--- src/rtl/cpu_pkg.sv ---
// Shared CPU definitions: opcode constants, instruction memory geometry
// and the program loader's state encoding.
package cpu_pkg;

  localparam int IMEM_WORDS = 128;
  localparam int INSTR_W    = 16;

  localparam logic [3:0] OP_ADD  = 4'h0;
  localparam logic [3:0] OP_SUB  = 4'h1;
  localparam logic [3:0] OP_AND  = 4'h2;
  localparam logic [3:0] OP_OR   = 4'h3;
  localparam logic [3:0] OP_XOR  = 4'h4;
  localparam logic [3:0] OP_LDI  = 4'h8;
  localparam logic [3:0] OP_LD   = 4'h9;
  localparam logic [3:0] OP_ST   = 4'hA;
  localparam logic [3:0] OP_JMP  = 4'hC;
  localparam logic [3:0] OP_BEQ  = 4'hD;
  localparam logic [3:0] OP_HALT = 4'hF;

  typedef enum logic [2:0] {
    IDLE,
    LEN,
    HI,
    LO,
    CHK,
    DONE,
    ERR
  } loader_state_e;

endpackage

--- src/rtl/imem_loader.sv ---
// Program loader: takes a framed byte stream (length, big-endian words,
// XOR checksum), writes the words into instruction memory and keeps the
// CPU in reset until a complete image has been verified.
module imem_loader
  import cpu_pkg::*;
#(
  parameter int MAX_WORDS = IMEM_WORDS,
  parameter int AW        = $clog2(MAX_WORDS)
) (
  input  logic               clk,
  input  logic               reset,
  input  logic               start,
  input  logic [7:0]         in_data,
  input  logic               in_valid,
  output logic               in_ready,
  output logic               imem_we,
  output logic [AW-1:0]      imem_waddr,
  output logic [INSTR_W-1:0] imem_wdata,
  output logic               cpu_reset,
  output logic               done,
  output logic               error
);

  localparam logic [8:0]  MAX_LEN = 9'(MAX_WORDS);
  localparam logic [AW:0] CNT_ONE = {{AW{1'b0}}, 1'b1};

  loader_state_e      state_q;
  logic [AW:0]        len_q;
  logic [AW:0]        wordCnt_q;
  logic [AW:0]        wordCntInc;
  logic [7:0]         csum_q;
  logic [7:0]         hiByte_q;
  logic               in_ready_q;
  logic               imem_we_q;
  logic [AW-1:0]      imem_waddr_q;
  logic [INSTR_W-1:0] imem_wdata_q;
  logic               cpu_reset_q;
  logic               done_q;
  logic               error_q;
  logic               accept;

  // A byte moves only when the source offers it and we advertised readiness.
  assign accept     = in_valid && in_ready_q;
  // The word counter is one bit wider than the address so a full image
  // of MAX_WORDS words can be compared against its length without wrapping.
  assign wordCntInc = wordCnt_q + CNT_ONE;

  assign in_ready   = in_ready_q;
  assign imem_we    = imem_we_q;
  assign imem_waddr = imem_waddr_q;
  assign imem_wdata = imem_wdata_q;
  assign cpu_reset  = cpu_reset_q;
  assign done       = done_q;
  assign error      = error_q;

  // Frame parser, imem write port and CPU reset control, all registered.
  always_ff @(posedge clk) begin
    if (!reset) begin
      state_q      <= IDLE;
      len_q        <= '0;
      wordCnt_q    <= '0;
      csum_q       <= '0;
      hiByte_q     <= '0;
      in_ready_q   <= 1'b0;
      imem_we_q    <= 1'b0;
      imem_waddr_q <= '0;
      imem_wdata_q <= '0;
      cpu_reset_q  <= 1'b1;
      done_q       <= 1'b0;
      error_q      <= 1'b0;
    end else begin
      imem_we_q <= 1'b0;
      case (state_q)
        IDLE, DONE, ERR: begin
          if (start) begin
            state_q     <= LEN;
            in_ready_q  <= 1'b1;
            cpu_reset_q <= 1'b1;
            done_q      <= 1'b0;
            error_q     <= 1'b0;
            wordCnt_q   <= '0;
            csum_q      <= '0;
          end
        end
        LEN: begin
          if (accept) begin
            if (in_data == 8'd0) begin
              state_q <= CHK;
            end else if ({1'b0, in_data} > MAX_LEN) begin
              state_q    <= ERR;
              in_ready_q <= 1'b0;
              error_q    <= 1'b1;
            end else begin
              len_q     <= (AW+1)'(in_data);
              wordCnt_q <= '0;
              csum_q    <= '0;
              state_q   <= HI;
            end
          end
        end
        HI: begin
          if (accept) begin
            hiByte_q <= in_data;
            csum_q   <= csum_q ^ in_data;
            state_q  <= LO;
          end
        end
        LO: begin
          if (accept) begin
            csum_q       <= csum_q ^ in_data;
            imem_we_q    <= 1'b1;
            imem_waddr_q <= wordCnt_q[AW-1:0];
            imem_wdata_q <= {hiByte_q, in_data};
            wordCnt_q    <= wordCntInc;
            state_q      <= (wordCntInc == len_q) ? CHK : HI;
          end
        end
        CHK: begin
          if (accept) begin
            in_ready_q <= 1'b0;
            if (in_data == csum_q) begin
              state_q     <= DONE;
              done_q      <= 1'b1;
              cpu_reset_q <= 1'b0;
            end else begin
              state_q <= ERR;
              error_q <= 1'b1;
            end
          end
        end
        default: begin
          state_q    <= IDLE;
          in_ready_q <= 1'b0;
        end
      endcase
    end
  end

endmodule

--- config.mk ---
export PLATFORM = sky130hd
export DESIGN_NAME = imem_loader
export DESIGN_NICKNAME = d
export VERILOG_FILES = /design/src/rtl/cpu_pkg.sv /design/src/rtl/imem_loader.sv
export SDC_FILE = /design/constraint.sdc
export NUM_CORES = 1
export LEC_CHECK = 0
export CAP_MARGIN = 15
export CORE_MARGIN = 2
export CORE_UTILIZATION = 50
export DETAILED_ROUTE_END_ITERATION = 7
export PLACE_DENSITY = 0.77
export SLEW_MARGIN = 0
export SYNTH_ARGS = -nofsm -noshare
export SYNTH_HDL_FRONTEND = slang
export SYNTH_SLANG_ARGS = --single-unit
--- constraint.sdc ---
create_clock -name clk -period 1.64 [get_ports clk]
set_input_delay 0.246 -clock clk [delete_from_list [all_inputs] [get_ports clk]]
set_output_delay 0.246 -clock clk [all_outputs]
set_load 0.01 [all_outputs]
==> impl_metrics.toml <==
[grt]
grt_max_degree = 57
grt_pass1_vias = 3002
grt_usage_pct = 24.4
antenna_found_initial = 0
grt_overflow = 0
grt_first_pass_wirelength_mm = 14.1

[critical_path]
cp_max_fo = 4
cp-start-kind = "register"
cp_data_arrival_time_ns = 1.95
critPathBufInv = 1
cp_top_family = "compound AO/OA/AOI/OAI gates"
crit_type = "register to register"
cp_data_required_time_ns = 1.86
endpoint_kind = "register"
regToRegSetupSlack_ns = -0.1
cp_cell_sequence = "ha_4 > buf_6 > and3_4 > nand3_2 > a31oi_1 > o2111a_1 > o211a_1 > o221ai_2"
crit_path_top_delay_cell = "dfxtp_2"
slowest_delay_ns = 0.36

[clock_network]
cts.sinks = 63
numCtsBuffers = 9
clk_latency_ns = 0.35
htree_levels = 3
tritoncts = "done"
cts_buffer_depth = 2
cts_root_buf = "clkbuf_8"
cts.clk_slew.worst_paths_ns = 0.07

[final_layout]
ff_latch_area_um2 = 1270
multi_input_area_um2 = 1960
fin_nets = 482
syn2layout_area_growth_pct = 33.5
final_util_pct = 69.2
diodes = 0
drive_above_1_share_pct = 23.8
fillers = 504

[timing]
fin_skew_ns = 0.00601
finalHoldViolations = 0
worst-slew-pin-transition_ns = 0.342
max_freq_ghz = 0.576
setup_viol = 4
slew-limit-headroom_pct = 77.2
period_minus_slack_ns = 1.74
drv_slew = 0
rsz0062_at_grt = "true"
timing.final.ws_setup_ns = -0.0953
period_share_pct = 106

[logic_synthesis]
synth_edf_count = 0
ys_top_cells_by_area = "dfxtp_1 (38%), nand2_1 (9.0%), a21boi_1 (6.4%), mux2i_1 (3.3%), xnor2_1 (2.9%)"
synth_ff_type = "dfxtp_1"
ys_seq_elements = 63
yosys.area.top_type = "dfxtp_1"
yosysSeqAreaShare_pct = 38.3
syn_avg_cell_area_um2 = 8.36
async_reset_ff_share_pct = 0
yosysTopAreaCellShare_pct = 38.3
synth-warning-count = 0
syn_inst = 394
syn-cell-area_um2 = 3290
synth_cell_types = 60
syn_nets = 407

[place]
dp_slack_ns = -0.480
gp_congestion = 0.920
dp_hpwl_mm = 5.86
port_buffers = 39

[die]
coreArea_um2 = 6350
dieWidth_um = 85.2
start_util_pct = 51.9
die_area_um2 = 7250
die_height_um = 85.2
rows = 29
io_pins = 40

[status]
status = "finished, violations left"
failed_checks = "setup timing"

[power]
p_int_mw = 2.75
p_leak_nw = 1.60
power_switching_share_pct = 33.3
p_switching_mw = 1.37
power.share.clock_pct = 29.4
pwr-share-comb_pct = 30.1
worst_ir_drop_vdd_uv = 752
p_seq_share_pct = 40.6
power_density_nw_per_um2 = 937

[route]
via_per_inst = 5.64
dr.pass1.iters = 5
dr_total_vias = 3106
drt_iter0_markers = 171
wl_mm = 8.69
ant_nets = 0
wl_per_cell_um = 15.8
drc = 0

[flow_run]
maxCapViolCount = 0

[hold_path]
hold_path.class = "primary input to register"
-- cells in the final DEF (no fill, tap or decap), drive strengths merged, types with 12 or more instances in the layout --
cell	count
a21boi	33
a21oi	12
buf	58
clkdlybuf4s50	31
dfxtp	63
nand2	83
nand3	13
nor2	19
nor2b	13
-- timing repair --
action / 4_1_cts / 5_1_grt
gates cloned: 1 / 0
hold buffers: 0 / 0
setup endpoints to repair: 43 / 49
gates resized for setup: 11 / 19
setup buffers: 1 / 0
hold endpoints to repair: 0 / 0
pin swaps: 10 / 9
-- flip-flops by register name, indices dropped and copies added, names as in the netlist, 3 cells and up --
register / count
imem_wdata: 16
hiByte_q: 8
wordCnt_q: 8
imem_waddr: 7
state_q: 3
csum_q: 8
len_q: 8
-- logic make-up (layout without fill, tap and decap cells) --
group / count (synthesis) / after routing / synth area share (%)
compound gates: 100 / 101 / 22.2
xor+xnor: 16 / 16 / 4.48
fa+ha+maj: 1 / 1 / 0.380
buf+inv: 37 / 116 / 5.74
flops: 63 / 63 / 38.3
mux: 11 / 11 / 3.34
simple gates: 166 / 166 / 25.6
-- path summary, 6_finish.rpt --
path	endpoint	cells past startpoint	start
setup / recovery	state_q[1]	8	wordCnt_q[0]
hold / removal	cpu_reset	2	reset
setup reg to reg	state_q[1]	8	wordCnt_q[0]
hold reg to reg	imem_waddr[3]	2	imem_waddr[3]
-- through the flow --
stage | total power, mW | instance area, um^2 | TNS (ns) | hold WS, ns | cells
2_1_floorplan | 2.42 | 3320 | 0 | 0.430 | 394
3_3_place_gp | 2.80 | 4100 | -12.68 | 0.441 | 533
3_5_place_dp | 2.83 | 4100 | -14.63 | 0.446 | 533
4_1_cts | 4.09 | 4320 | -0.226 | 0.248 | 551
5_1_grt | 4.30 | 4400 | -1.72 | 0.255 | 551
6_report | 4.12 | 4400 | -0.248 | 0.251 | 551
-- cell type report --
cell class / count / area share (%)
repair buffers: 96 / 20.2
flip-flops and latches: 63 / 28.8
clock buffers: 9 / 2.82
well taps: 77 / 2.19
multi-input cells: 295 / 44.5
clock inverters: 7 / 1.14
inverters: 4 / 0.342
-- per-layer routing --
metal / vias to the layer above / global-route usage (%) / wire length, um
li1: 1519 / - / -
met2: 106 / 39.7 / 4150
met3: 15 / 5.93 / 598
met1: 1466 / 31.3 / 3810
met4: 0 / 9.38 / 132
met5: - / 0 / 0
-- synthesized netlist by cell type (all sizes together), types with 12 or more instances --
cell type   n
nand2      83
dfxtp      63
a21boi     33
buf        20
nor2       19
clkbuf     13
nand3      13
nor2b      13
a21oi      12
-- power by group through the flow --
stage	sequential, mW	combinational (mW)	clock [mW]
final	1.67	1.24	1.21
after global placement	1.69	1.10	0
after CTS	1.67	1.20	1.22
after floorplan	1.69	0.726	0
after detailed placement	1.70	1.13	0
after global routing	1.68	1.31	1.31
Power figures use the tool's default switching activity.
